### config.mk
export PLATFORM = sky130hd
export DESIGN_NAME = io_timer_port
export DESIGN_NICKNAME = d
export VERILOG_FILES = /design/src/rtl/io_regs_pkg.sv /design/src/rtl/io_timer16.sv /design/src/rtl/io_timer_port.sv
export SDC_FILE = /design/constraint.sdc
export NUM_CORES = 1
export LEC_CHECK = 0
export ABC_AREA = 1
export BUFFER_PORTS_ARGS = -buffer_cell sky130_fd_sc_hd__buf_4
export CAP_MARGIN = 10
export CORE_UTILIZATION = 60
export DETAILED_ROUTE_END_ITERATION = 12
export HOLD_SLACK_MARGIN = 0.03
export PLACE_DENSITY = 0.85
export SLEW_MARGIN = 20
export SYNTH_ARGS = -nofsm -noshare
export SYNTH_HDL_FRONTEND = slang
export SYNTH_SLANG_ARGS = --single-unit
### constraint.sdc
create_clock -name clk -period 3.14 [get_ports clk]
set_input_delay 0.314 -clock clk [delete_from_list [all_inputs] [get_ports clk]]
set_output_delay 0.314 -clock clk [all_outputs]
set_load 0.05 [all_outputs]
### src/rtl/io_regs_pkg.sv
// Shared register map, control/status bit positions and default window base
// for the memory-mapped timer / IO port block.
package io_regs_pkg;

  localparam logic [15:0] DEFAULT_BASE = 16'hBFF8;

  typedef enum logic [2:0] {
    REG_TLO     = 3'd0,
    REG_THI     = 3'd1,
    REG_CTRL    = 3'd2,
    REG_STATUS  = 3'd3,
    REG_IOPORT  = 3'd4,
    REG_POUT    = 3'd5,
    REG_PIN     = 3'd6,
    REG_SCRATCH = 3'd7
  } reg_off_e;

  localparam int CTRL_EN        = 0;
  localparam int CTRL_AUTO      = 1;
  localparam int CTRL_IRQ_EN    = 2;
  localparam int STATUS_EXPIRED = 0;

  // Packed so that bit order matches the CTRL read-back layout.
  typedef struct packed {
    logic irq_en;
    logic auto_rl;
    logic en;
  } ctrl_t;

  function automatic logic [7:0] ctrl_to_byte(input ctrl_t c);
    return {5'b0, c};
  endfunction

endpackage

### src/rtl/io_timer16.sv
// 16-bit reloadable down-counter; expire_pulse marks the cycle in which an
// enabled counter sits at zero and is not being reloaded by software.
module io_timer16 (
  input  logic        clk,
  input  logic        reset,
  input  logic        en,
  input  logic        auto,
  input  logic        load,
  input  logic [15:0] load_val,
  input  logic [15:0] reload,
  output logic [15:0] count,
  output logic        expire_pulse
);

  assign expire_pulse = en && !load && (count == 16'd0);

  // NOTE: sequential state uses non-blocking (<=) so every flop samples the
  // pre-edge values of its neighbours; blocking here would create ordering bugs.
  always_ff @(posedge clk or posedge reset) begin
    if (reset) begin
      count <= 16'd0;
    end else if (load) begin
      count <= load_val;
    end else if (en) begin
      if (count != 16'd0) begin
        count <= count - 16'd1;
      end else if (auto) begin
        count <= reload;
      end
    end
  end

endmodule

### src/rtl/io_timer_port.sv
// CPU-visible 8-byte register window: reloadable timer with interrupt,
// software-driven irq/nmi lines, an output port and a synchronized input port.
module io_timer_port
  import io_regs_pkg::*;
#(
  parameter logic [15:0] BASE_ADDR = DEFAULT_BASE
) (
  input  logic        clk,
  input  logic        reset,
  input  logic [15:0] address,
  input  logic        write,
  input  logic [7:0]  data_i,
  output logic [7:0]  data_o,
  output logic        cs,
  input  logic [7:0]  pins_i,
  output logic [7:0]  pins_o,
  output logic        irq,
  output logic        nmi
);

  reg_off_e    offset;
  logic        wr_en;
  logic [15:0] reload_q;
  logic [15:0] count;
  logic        expire_pulse;
  logic        load;
  ctrl_t       ctrl_q;
  logic        expired_q;
  logic [7:0]  ioport_q;
  logic [7:0]  pout_q;
  logic [7:0]  scratch_q;
  logic [7:0]  sync1_q;
  logic [7:0]  sync2_q;

  assign cs     = (address[15:3] == BASE_ADDR[15:3]);
  assign offset = reg_off_e'(address[2:0]);
  assign wr_en  = cs && write;
  assign load   = wr_en && (offset == REG_THI);

  io_timer16 u_timer (
    .clk          (clk),
    .reset        (reset),
    .en           (ctrl_q.en),
    .auto         (ctrl_q.auto_rl),
    .load         (load),
    .load_val     ({data_i, reload_q[7:0]}),
    .reload       (reload_q),
    .count        (count),
    .expire_pulse (expire_pulse)
  );

  // NOTE: every register here is a plain flop with no memory array, so the
  // asynchronous reset clears all of it; there is no state left uninitialised.
  always_ff @(posedge clk or posedge reset) begin
    if (reset) begin
      reload_q  <= 16'd0;
      ctrl_q    <= '0;
      expired_q <= 1'b0;
      ioport_q  <= 8'h00;
      pout_q    <= 8'h00;
      scratch_q <= 8'h00;
    end else begin
      if (wr_en && offset == REG_TLO) reload_q[7:0]  <= data_i;
      if (load)                       reload_q[15:8] <= data_i;

      // Software CTRL writes take priority over the one-shot self-disable.
      if (wr_en && offset == REG_CTRL)
        ctrl_q <= ctrl_t'(data_i[2:0]);
      else if (expire_pulse && !ctrl_q.auto_rl)
        ctrl_q.en <= 1'b0;

      // Set wins over a simultaneous software clear.
      if (expire_pulse)
        expired_q <= 1'b1;
      else if (wr_en && offset == REG_STATUS && data_i[STATUS_EXPIRED])
        expired_q <= 1'b0;

      if (wr_en && offset == REG_IOPORT)  ioport_q  <= data_i;
      if (wr_en && offset == REG_POUT)    pout_q    <= data_i;
      if (wr_en && offset == REG_SCRATCH) scratch_q <= data_i;
    end
  end

  always_ff @(posedge clk or posedge reset) begin
    if (reset) begin
      sync1_q <= 8'h00;
      sync2_q <= 8'h00;
    end else begin
      sync1_q <= pins_i;
      sync2_q <= sync1_q;
    end
  end

  // NOTE: data_o gets a default before the case so no path leaves it
  // unassigned, which would otherwise infer a latch.
  always_comb begin
    data_o = 8'h00;
    if (cs) begin
      case (offset)
        REG_TLO:     data_o = count[7:0];
        REG_THI:     data_o = count[15:8];
        REG_CTRL:    data_o = ctrl_to_byte(ctrl_q);
        REG_STATUS:  data_o = {7'b0, expired_q};
        REG_IOPORT:  data_o = ioport_q;
        REG_POUT:    data_o = pout_q;
        REG_PIN:     data_o = sync2_q;
        REG_SCRATCH: data_o = scratch_q;
        default:     data_o = 8'h00;
      endcase
    end
  end

  assign irq    = (expired_q & ctrl_q.irq_en) | ioport_q[0];
  assign nmi    = ioport_q[1];
  assign pins_o = pout_q;

endmodule
[Word level (Yosys, flattened, before mapping)]
Index checks and enable logic that the tools add are counted.
W data, S select, Z words.
Storage, ports and cells
  register bits: 76
  output and inout bits: 19
Cells by class
  add/subtract/negate cells: 1
  eq/ne operators: 8
  muxes and demuxes: 10
  bitwise logic cells: 2
  reductions and logical operators: 22
Operator list (number)
  $mux W16: 4
  $pmux W8 S8: 1
  $logic_not A16 Y1: 1
  $reduce_bool A16 Y1: 1
  $sub A16 B1 Y16 const B: 1
  $eq A13 B13 Y1 const B: 1
  $eq A3 B3 Y1 const B: 4
  $logic_and A1 B1 Y1: 12
  $mux W8: 1
  $eq A3 B2 Y1 const B: 2
  $reduce_bool A2 Y1: 3
  $mux W1: 4
  $eq A3 B1 Y1 const B: 1
  $logic_not A3 Y1: 1
  $reduce_bool A3 Y1: 1
  $logic_not A1 Y1: 2
  $reduce_and A2 Y1: 1
  $and A1 B1 Y1: 1
  $or A1 B1 Y1: 1

[Logic depth before layout (Yosys ltp)]
Gate-level depths: netlist (run 1).
  word-level depth: 9
  gate-level depth with buffers: 13
  depth with buffers taken out: 12

[By module]
From an unflattened synthesis (run 1), not the netlist that was laid out.
Second synthesis, totals
  cell total of the unflattened synthesis: 633
  area total of the unflattened synthesis: 4578.1 um2
By module, submodules not included
  io_timer_port: instances 1, cells an instance 379, area an instance 2994.1 um2, seq. area each 1501.4 um2
  io_timer16: instances 1, cells an instance 254, area an instance 1584.0 um2, seq. area each 400.4 um2

[Least setup slack after synthesis (run 1)]
Ideal clock, no wire load.
  path kind: input to output
  start point: in address[14]
  end point: out data_o[1]
  data arrival time: 2017 ps
  data required time: 2826 ps
  setup slack: 809 ps
  stages: 7
  cells stage by stage: inv_1 -> nand3_1 -> nor2_1 -> and2_1 -> buf_2 -> o21ai_0 -> a31oi_1
On the way
  longest elaborated chain between the ends: 2
Ends and longest elaborated chain
  start, declared: RTL line io_timer_port.sv:10  | input logic [15:0] address,
  $eq A13 B13 Y1: RTL line io_timer_port.sv:35  | assign cs = (address[15:3] == BASE_ADDR[15:3]);
  named net cs: RTL line io_timer_port.sv:14  | output logic cs,
  $mux W8: RTL line io_timer_port.sv:98  | if (cs) begin
  end, declared: RTL line io_timer_port.sv:13  | output logic [7:0] data_o,
The timed path passes the listed nets, and every way through them passes these cells.

[Worst setup path in the final report (run 1)]
  start point: reg u_timer.count[0]
  end point: reg u_timer.count[6]
On the way
  longest elaborated chain between the ends: 4
  elaborated cells on any way between the ends: 7
  those cells by class: add/sub: 1; mux: 3; reduce/logical: 3
Ends and longest elaborated chain
  start, declared: RTL line io_timer16.sv:11  | output logic [15:0] count,
  start signal, assigned: RTL line io_timer16.sv:23  | count <= load_val;
  start signal, assigned: RTL line io_timer16.sv:26  | count <= count - 16'd1;
  start signal, assigned: RTL line io_timer16.sv:28  | count <= reload;
  $sub A16 B1 Y16 or $reduce_bool A16 Y1 (tied branches): RTL line io_timer16.sv:26, io_timer16.sv:25
  $mux W16: RTL line io_timer16.sv:25  | if (count != 16'd0) begin
  $mux W16: RTL line io_timer16.sv:24  | end else if (en) begin
  $mux W16: RTL line io_timer16.sv:22  | end else if (load) begin
Parallel ways exist; a longest one is shown, timed or not. The select of a mux whose other input is x is not followed.
A chain may end at the register's enable or synchronous reset.

==> metrics, run 1 <==
status complete, no violations; GR Layer Usage met3 8.449%; Main synth FF type dfrtp_1; crit-path most repeated cell nand2_1; post-synth top area cell dfrtp_1; maxcap violations 0; Seq cells post-synth 76; main area contributors after synthesis dfrtp_1, nand2_1, o21ai_0; FFs w/ async S/R, synth 100.0%; final period utilization 79.72%; Clk pwr share 29.5%; vias per cell 5.735; crit path to u_timer.count[6]$_DFFE_PP0P_; Final Skew 8.076 ps; final hold violations 0; Clock Latency Late Sink 360 ps; syn_nets 563; layer with the highest usage met2; P_leak 2.415 nW; DRT antenna net count 0; Pins Over Slew Limit 0; RR Endpoint u_timer.count[6]$_DFFE_PP0P_; fin nets 618; first-pass GRT wire length 17820 um; Die H 83.22 um; CTS Buf Count 9; initial DRC count 392; Buf+Inv Stages, Crit Path 3; IO buf count 53; RePlAce Congestion 0.9851; CP delay by family, top simple AND/OR/NAND/NOR gates; DPL Wire Length 7946 um; Tmin final 2503 ps; Synth warnings 0; Crit. End Element flip-flop; WP data required 3440 ps; core area 6350 um2; Worst Tran Pin Value 593.9 ps; relative slew slack 60.35%; Critical Path, Cell by Cell inv_1, ha_1, inv_1, nor2_1, nand3_1, nor2_1, nand3_1, nand2_1, nand2_1, inv_1, nand2_1, nand2_1; initial antenna violation count 0; Reg2Reg Depth 12; reg2reg setup slack 640 ps; total iterations of the first detailed-routing run 5; Total GRT Usage 33.64%; met1 Use GR 46.68%; GRT overflow 0; post-CTS sizing 0; Seq pwr share 41.1%; count leader, synth nand2_1; clock-pin slew of the registers on the worst-case setup and hold paths 90 ps; pre-CTS setup slack 743.5 ps; Post-Syn Area 3958 um2; CTS H-Tree Depth 3; sequential cell area fraction in the yosys report 48.06%; setup violators final 0; via count 3802; fin worst setup slack 636.9 ps; Int Power 1.826 mW; Post-Syn Area per Cell 7.524 um2; vias in the first global route 3565; sinks on the clock net 76; die area 6925 um2; Switch Pwr 1.125 mW; RSZ-0062 raised after global routing no; Cell Pwr Density 638.3 nW/um2; setup_tns 0 ps; CP startpoint kind flip-flop; number of placed I/O pins 54; Rows 29; FILL cells 486; Post-synth EDFFs 0; Sw Ratio 38.12%; share of the synthesized area in the top cell type 48.06%; Initial Util 62.33%; VDD IR max 0.4380 mV; largest net degree at the start of global routing 28; cells after synthesis 526; Worst Hold Class in2async; Clock Tree Buf Depth 2; Worst EP arrival 2800 ps; drc violations 0; crit path max fanout 12; share of layout cells above drive strength 1 15.19%; CTS tree built; detail-routed net length per standard cell 16.54 um; Levels on crit path 12; final wirelength 10970 um; Synth top cells by count nand2_1, dfrtp_1, o21ai_0, inv_1, nand3_1; R2R Path Start u_timer.count[0]$_DFFE_PP0P_; diode count 0; area grow syn2layout 16.79%; final core utilization 72.79%; Root Buffer clkbuf_8; Comb pwr share 29.3%; crit path from u_timer.count[0]$_DFFE_PP0P_; crit path kind reg2reg; slowest cell on the critical path dfrtp_1; Die Wd 83.22 um; Max stage delay on crit path 400 ps; GR Util met2 50.89%; post-synth cell types 29; fmax 399.5 MHz
==> through the flow <==
| stage | instance area (um2) | total power [mW] | cells | hold WS, ps |
|---|---|---|---|---|
| finish | 4622 | 2.950 | 663 | 16.51 |
| global route | 4622 | 3.142 | 663 | 31.73 |
| CTS | 4602 | 2.931 | 661 | 32.37 |
| detailed placement | 4375 | 2.071 | 645 | 334.7 |
| global placement | 4375 | 2.044 | 645 | 332.4 |
| floorplan | 3958 | 1.841 | 526 | 331.2 |
==> power by group through the flow <==
stage / registers, mW / logic (mW) / clock network, mW
after floorplan: 1.18 / 0.658 / 0
after global placement: 1.22 / 0.822 / 0
after detailed placement: 1.22 / 0.848 / 0
after CTS: 1.21 / 0.850 / 0.873
after global routing: 1.23 / 0.996 / 0.921
final: 1.21 / 0.865 / 0.872
==> cells by family after synthesis <==
family / Yosys count / share of synthesized area, %
xor gates and xnor gates: 5 / 1.106
and+or+nand+nor: 292 / 31.30
AOI/OAI and AO/OA: 78 / 10.75
adders and majority gates: 2 / 0.6322
DFF: 76 / 48.06
buffers and inverters: 73 / 8.157
==> what timing repair did <==
action / CTS / global route
hold buffers: 0 / 2
buffers inserted: 0 / 0
endpoints found under the hold margin: 0 / 2
==> worst min path at each step <==
stage,end,cells past startpoint
3_5_place_dp,sync2_q[0]$_DFF_PP0_,0
5_1_grt,sync1_q[3]$_DFF_PP0_,1
3_3_place_gp,sync2_q[4]$_DFF_PP0_,0
4_1_cts,reload_q[10]$_DFFE_PP0P_,2
6_report,u_timer.count[9]$_DFFE_PP0P_,2
2_1_floorplan,sync2_q[0]$_DFF_PP0_,0
==> flip-flops by register name, indices dropped and copies added, names as in the netlist <==
| register | count |
|---|---|
| ctrl_q | 3 |
| expired_q | 1 |
| ioport_q | 8 |
| pins_o | 8 |
| reload_q | 16 |
| scratch_q | 8 |
| sync1_q | 8 |
| sync2_q | 8 |
| u_timer.count | 16 |
==> cell usage in the layout (no fill, tap or decap) <==
master | netlist | layout
nand3_4 | 1 | 1
nand2_1 | 198 | 198
o21bai_1 | 1 | 1
nand4_4 | 1 | 1
clkbuf_8 | 0 | 9
nor3_1 | 1 | 1
o21ai_0 | 57 | 57
o21ai_2 | 1 | 1
a211oi_1 | 4 | 4
nand4_1 | 7 | 7
inv_2 | 3 | 4
a31oi_1 | 4 | 4
inv_1 | 53 | 52
ha_1 | 2 | 2
dfrtp_1 | 76 | 76
a21oi_1 | 5 | 5
buf_4 | 4 | 56
nor2_2 | 8 | 8
and2_1 | 1 | 1
inv_6 | 0 | 3
nor2_1 | 24 | 24
a22oi_1 | 3 | 3
nor2_4 | 1 | 1
o22ai_1 | 2 | 2
inv_4 | 1 | 1
clkinv_1 | 2 | 2
clkinv_2 | 0 | 1
a22o_1 | 1 | 1
xor2_1 | 5 | 5
nand3_1 | 50 | 50
dlygate4sd3_1 | 0 | 2
bufinv_16 | 0 | 2
inv_8 | 0 | 1
==> per-layer routing <==
metal / vias to the layer above / share of wire, %
li1: 1797 / -
met1: 1754 / 42
met2: 216 / 45
met4: 0 / 3.2
met5: - / 0
met3: 35 / 10
==> worst reg2reg max path, stage by stage (launching register included) <==
cell and delay (ps):
dfrtp_1 400, inv_1 140, ha_1 200, inv_1 50, nor2_1 110, nand3_1 80, nor2_1 120, nand3_1 80
nand2_1 340, nand2_1 400, inv_1 350, nand2_1 100, nand2_1 80
==> cell type report <==
| class | instances | area [um2] | area share [%] |
|---|---|---|---|
| Tap cell | 77 | 96.34 | 2.084 |
| Clock buffer | 9 | 123.9 | 2.680 |
| Timing Repair Buffer | 58 | 440.4 | 9.529 |
| Inverter | 59 | 224.0 | 4.846 |
| Clock inverter | 7 | 102.6 | 2.220 |
| Multi-Input combinational cell | 377 | 1733 | 37.49 |
| Sequential cell | 76 | 1902 | 41.15 |
(Power assumes the default switching activity.)
==> inputs of run 2 (changes only) <==
- ABC_AREA: 1 -> 0
- CORE_UTILIZATION: 60 -> 57
- PLACE_DENSITY: 0.85 -> 0.81
- clock period: 3.14 -> 2.4 ns (I/O delays scaled with it)
==> run 2 against run 1 <==
Hold slack gained 130 ps. Global-route usage grew 1.7 points. The run now ends with negative setup slack left. Via count shrank 5.5%. Critical path type unchanged. Non-clock buffer count grew 52. Critical endpoint is now u_timer.count[15]$_DFFE_PP0P_. Clock power grew 38%. Routed wire length grew 11%.
==> metrics, run 2 <==
syn_nets 405; Post-synth EDFFs 0; die area 7116 um2; DPL Wire Length 7474 um; Critical Path, Cell by Cell inv_2, ha_4, or4b_4, or4_4, o21a_4, buf_6, a21oi_2, o21ai_1; crit path max fanout 6; count leader, synth dfrtp_1; sinks on the clock net 76; proportion of synthesized area in mux cells 14.05%; fmax 408.0 MHz; Max stage delay on crit path 600 ps; Worst Tran Pin Value 758.3 ps; setup violators final 7; WP data required 2630 ps; share of layout cells above drive strength 1 39.37%; Int Power 2.068 mW; Initial Util 59.86%; Comb pwr share 6.8%; FILL cells 414; status finished, violations left; Clock Latency Late Sink 360 ps; Post-Syn Area per Cell 10.51 um2; post-synthesis adder-cell area fraction 0.6472%; Tmin final 2451 ps; relative slew slack 49.44%; Switch Pwr 618.4 uW; post-synth top area cell dfrtp_1; Pins Over Slew Limit 0; FFs w/ async S/R, synth 100.0%; CTS Buf Count 9; largest net degree at the start of global routing 77; first-pass GRT wire length 19070 um; post-synthesis compound-gate area fraction 14.40%; Synth top cells by count dfrtp_1, mux2_2, nand2_1, nor2_1, a21oi_1; Reg area 1902 um2; Final Skew 6.547 ps; share of the synthesized area in the top cell type 49.19%; Buf+Inv Stages, Crit Path 2; main area contributors after synthesis dfrtp_1, mux2_2, nand2_1; Seq pwr share 48.5%; diode count 0; maxcap violations 0; final wirelength 12130 um; top flop regs reload_q x16, u_timer.count x16; Post-Syn Area 3866 um2; commonest non-fill, non-tap cell in the layout buf_4; CTS tree built; via count 3593; vias per cell 6.509; crit path kind reg2reg; commonest cells after routing, fill and taps aside buf_4, dfrtp_1, mux2_2, nand2_1, nor2_1; Synth warnings 0; initial antenna violation count 0; GRT overflow 0; Clock Tree Buf Depth 2; initial DRC count 392; cells after synthesis 368; sequential cell area fraction in the yosys report 49.19%; post-synth cell types 53; DRT antenna net count 0; Worst EP arrival 2690 ps; Main synth FF type dfrtp_1; final hold violations 0; Seq cells post-synth 76; vias in the first global route 3667; Inst Count DP 521; total iterations of the first detailed-routing run 5; largest family of logic cells by synthesized area simple AND/OR/NAND/NOR gates; RePlAce Congestion 0.9350; Die H 84.36 um; Crit. End Element flip-flop; multi-input logic area 1919 um2; CP delay by family, top simple AND/OR/NAND/NOR gates; Root Buffer clkbuf_8; Post-Synth Simple-Gate Area 17.28%; IO buf count 53; P_leak 2.355 nW; drc violations 0; Total GRT Usage 35.36%; fin worst setup slack -51.23 ps; Cell Pwr Density 530.2 nW/um2; RSZ-0062 raised after global routing yes; XOR/XNOR Fraction of Synth Area 0.6796%; core area 6459 um2; CTS H-Tree Depth 3; final period utilization 102.1%; VDD IR max 0.5325 mV; area grow syn2layout 31.07%; Die Wd 84.36 um; slowest cell on the critical path or4_4; clock-pin slew of the registers on the worst-case setup and hold paths 80 ps; fin nets 507; Rows 29; violated checks negative setup slack; Sw Ratio 23.02%; detail-routed net length per standard cell 21.98 um; Clk pwr share 44.7%; CP startpoint kind flip-flop; Worst Hold Class in2reg; pre-CTS setup slack 17.85 ps; number of placed I/O pins 54; Layout Cells excl Fill 552
[run 2: final timing paths]
check,slack (ps),endpoint,cells past startpoint,from
worst max-delay path,-50,u_timer.count[15]$_DFFE_PP0P_,8,u_timer.count[0]$_DFFE_PP0P_
worst min-delay path,150,reload_q[9]$_DFFE_PP0P_,3,data_i[1]
worst max register to register,-50,u_timer.count[15]$_DFFE_PP0P_,8,u_timer.count[0]$_DFFE_PP0P_
worst min register to register,350,sync2_q[0]$_DFF_PP0_,0,sync1_q[0]$_DFF_PP0_
max in group asynchronous,1540,u_timer.count[12]$_DFFE_PP0P_,4,reset
min in group asynchronous,530,scratch_q[6]$_DFFE_PP0P_,4,reset
[run 2: kinds of logic after synthesis]
logic type	count (synthesis)
multiplexers	47
flip-flops	76
buffers and inverters	30
AO/OA/AOI/OAI	81
adder cells (fa/ha/maj)	2
XOR/XNOR	3
AND/OR/NAND/NOR	129
[run 2: power groups by stage]
stage	logic, mW	clock network [mW]	registers, mW
floorplan	0.0767	0	1.33
global placement	0.160	0	1.33
detailed placement	0.164	0	1.33
CTS	0.178	1.19	1.30
global route	0.199	1.25	1.30
finish	0.183	1.20	1.30
[run 2: final cells by class]
cell class,count,share of cell area (%)
Multi-Input combinational cell,263,37.88
Sequential cell,76,37.53
Timing Repair Buffer,110,17.21
Clock buffer,10,2.519
Clock inverter,6,2.222
Tap cell,77,1.901
Inverter,10,0.7407
[run 2: layer usage]
metal,share of wire (%),GRT usage [%],wire length (um),vias up
met4,3.9,17.10,479,0
met3,8.0,5.703,975,50
met1,38,45.28,4668,1767
met5,0,0,0,-
met2,50,59.17,6009,223
li1,-,-,-,1553
[run 2: timing repair]
item | in CTS | in global routing
buffers inserted | 0 | 5
hold buffers | 9 | 0
setup endpoints to repair | 1 | 17
pin swaps | 0 | 14
endpoints found under the hold margin | 84 | 0
resized for setup | 1 | 18
gates cloned | 0 | 1
[run 2: stage by stage]
step / utilization [%] / hold slack, ps / total power [mW] / cell area, um2 / TNS [ps]
6_report: 78.46 / 150.6 / 2.687 / 5067 / -159.0
3_5_place_dp: 71.46 / 335.5 / 1.491 / 4616 / 0
4_1_cts: 76.60 / 145.4 / 2.673 / 4947 / 0
3_3_place_gp: 71.46 / 332.2 / 1.486 / 4616 / 0
2_1_floorplan: - / 271.4 / 1.403 / 3889 / -105.5
5_1_grt: 78.46 / 166.5 / 2.755 / 5067 / -891.7
[run 2: worst register-to-register path: stages, from the launching register on]
cell and delay, ps:
dfrtp_1 390, inv_2 90, ha_4 140, or4b_4 460, or4_4 600, o21a_4 270, buf_6 140, a21oi_2 160
o21ai_1 80
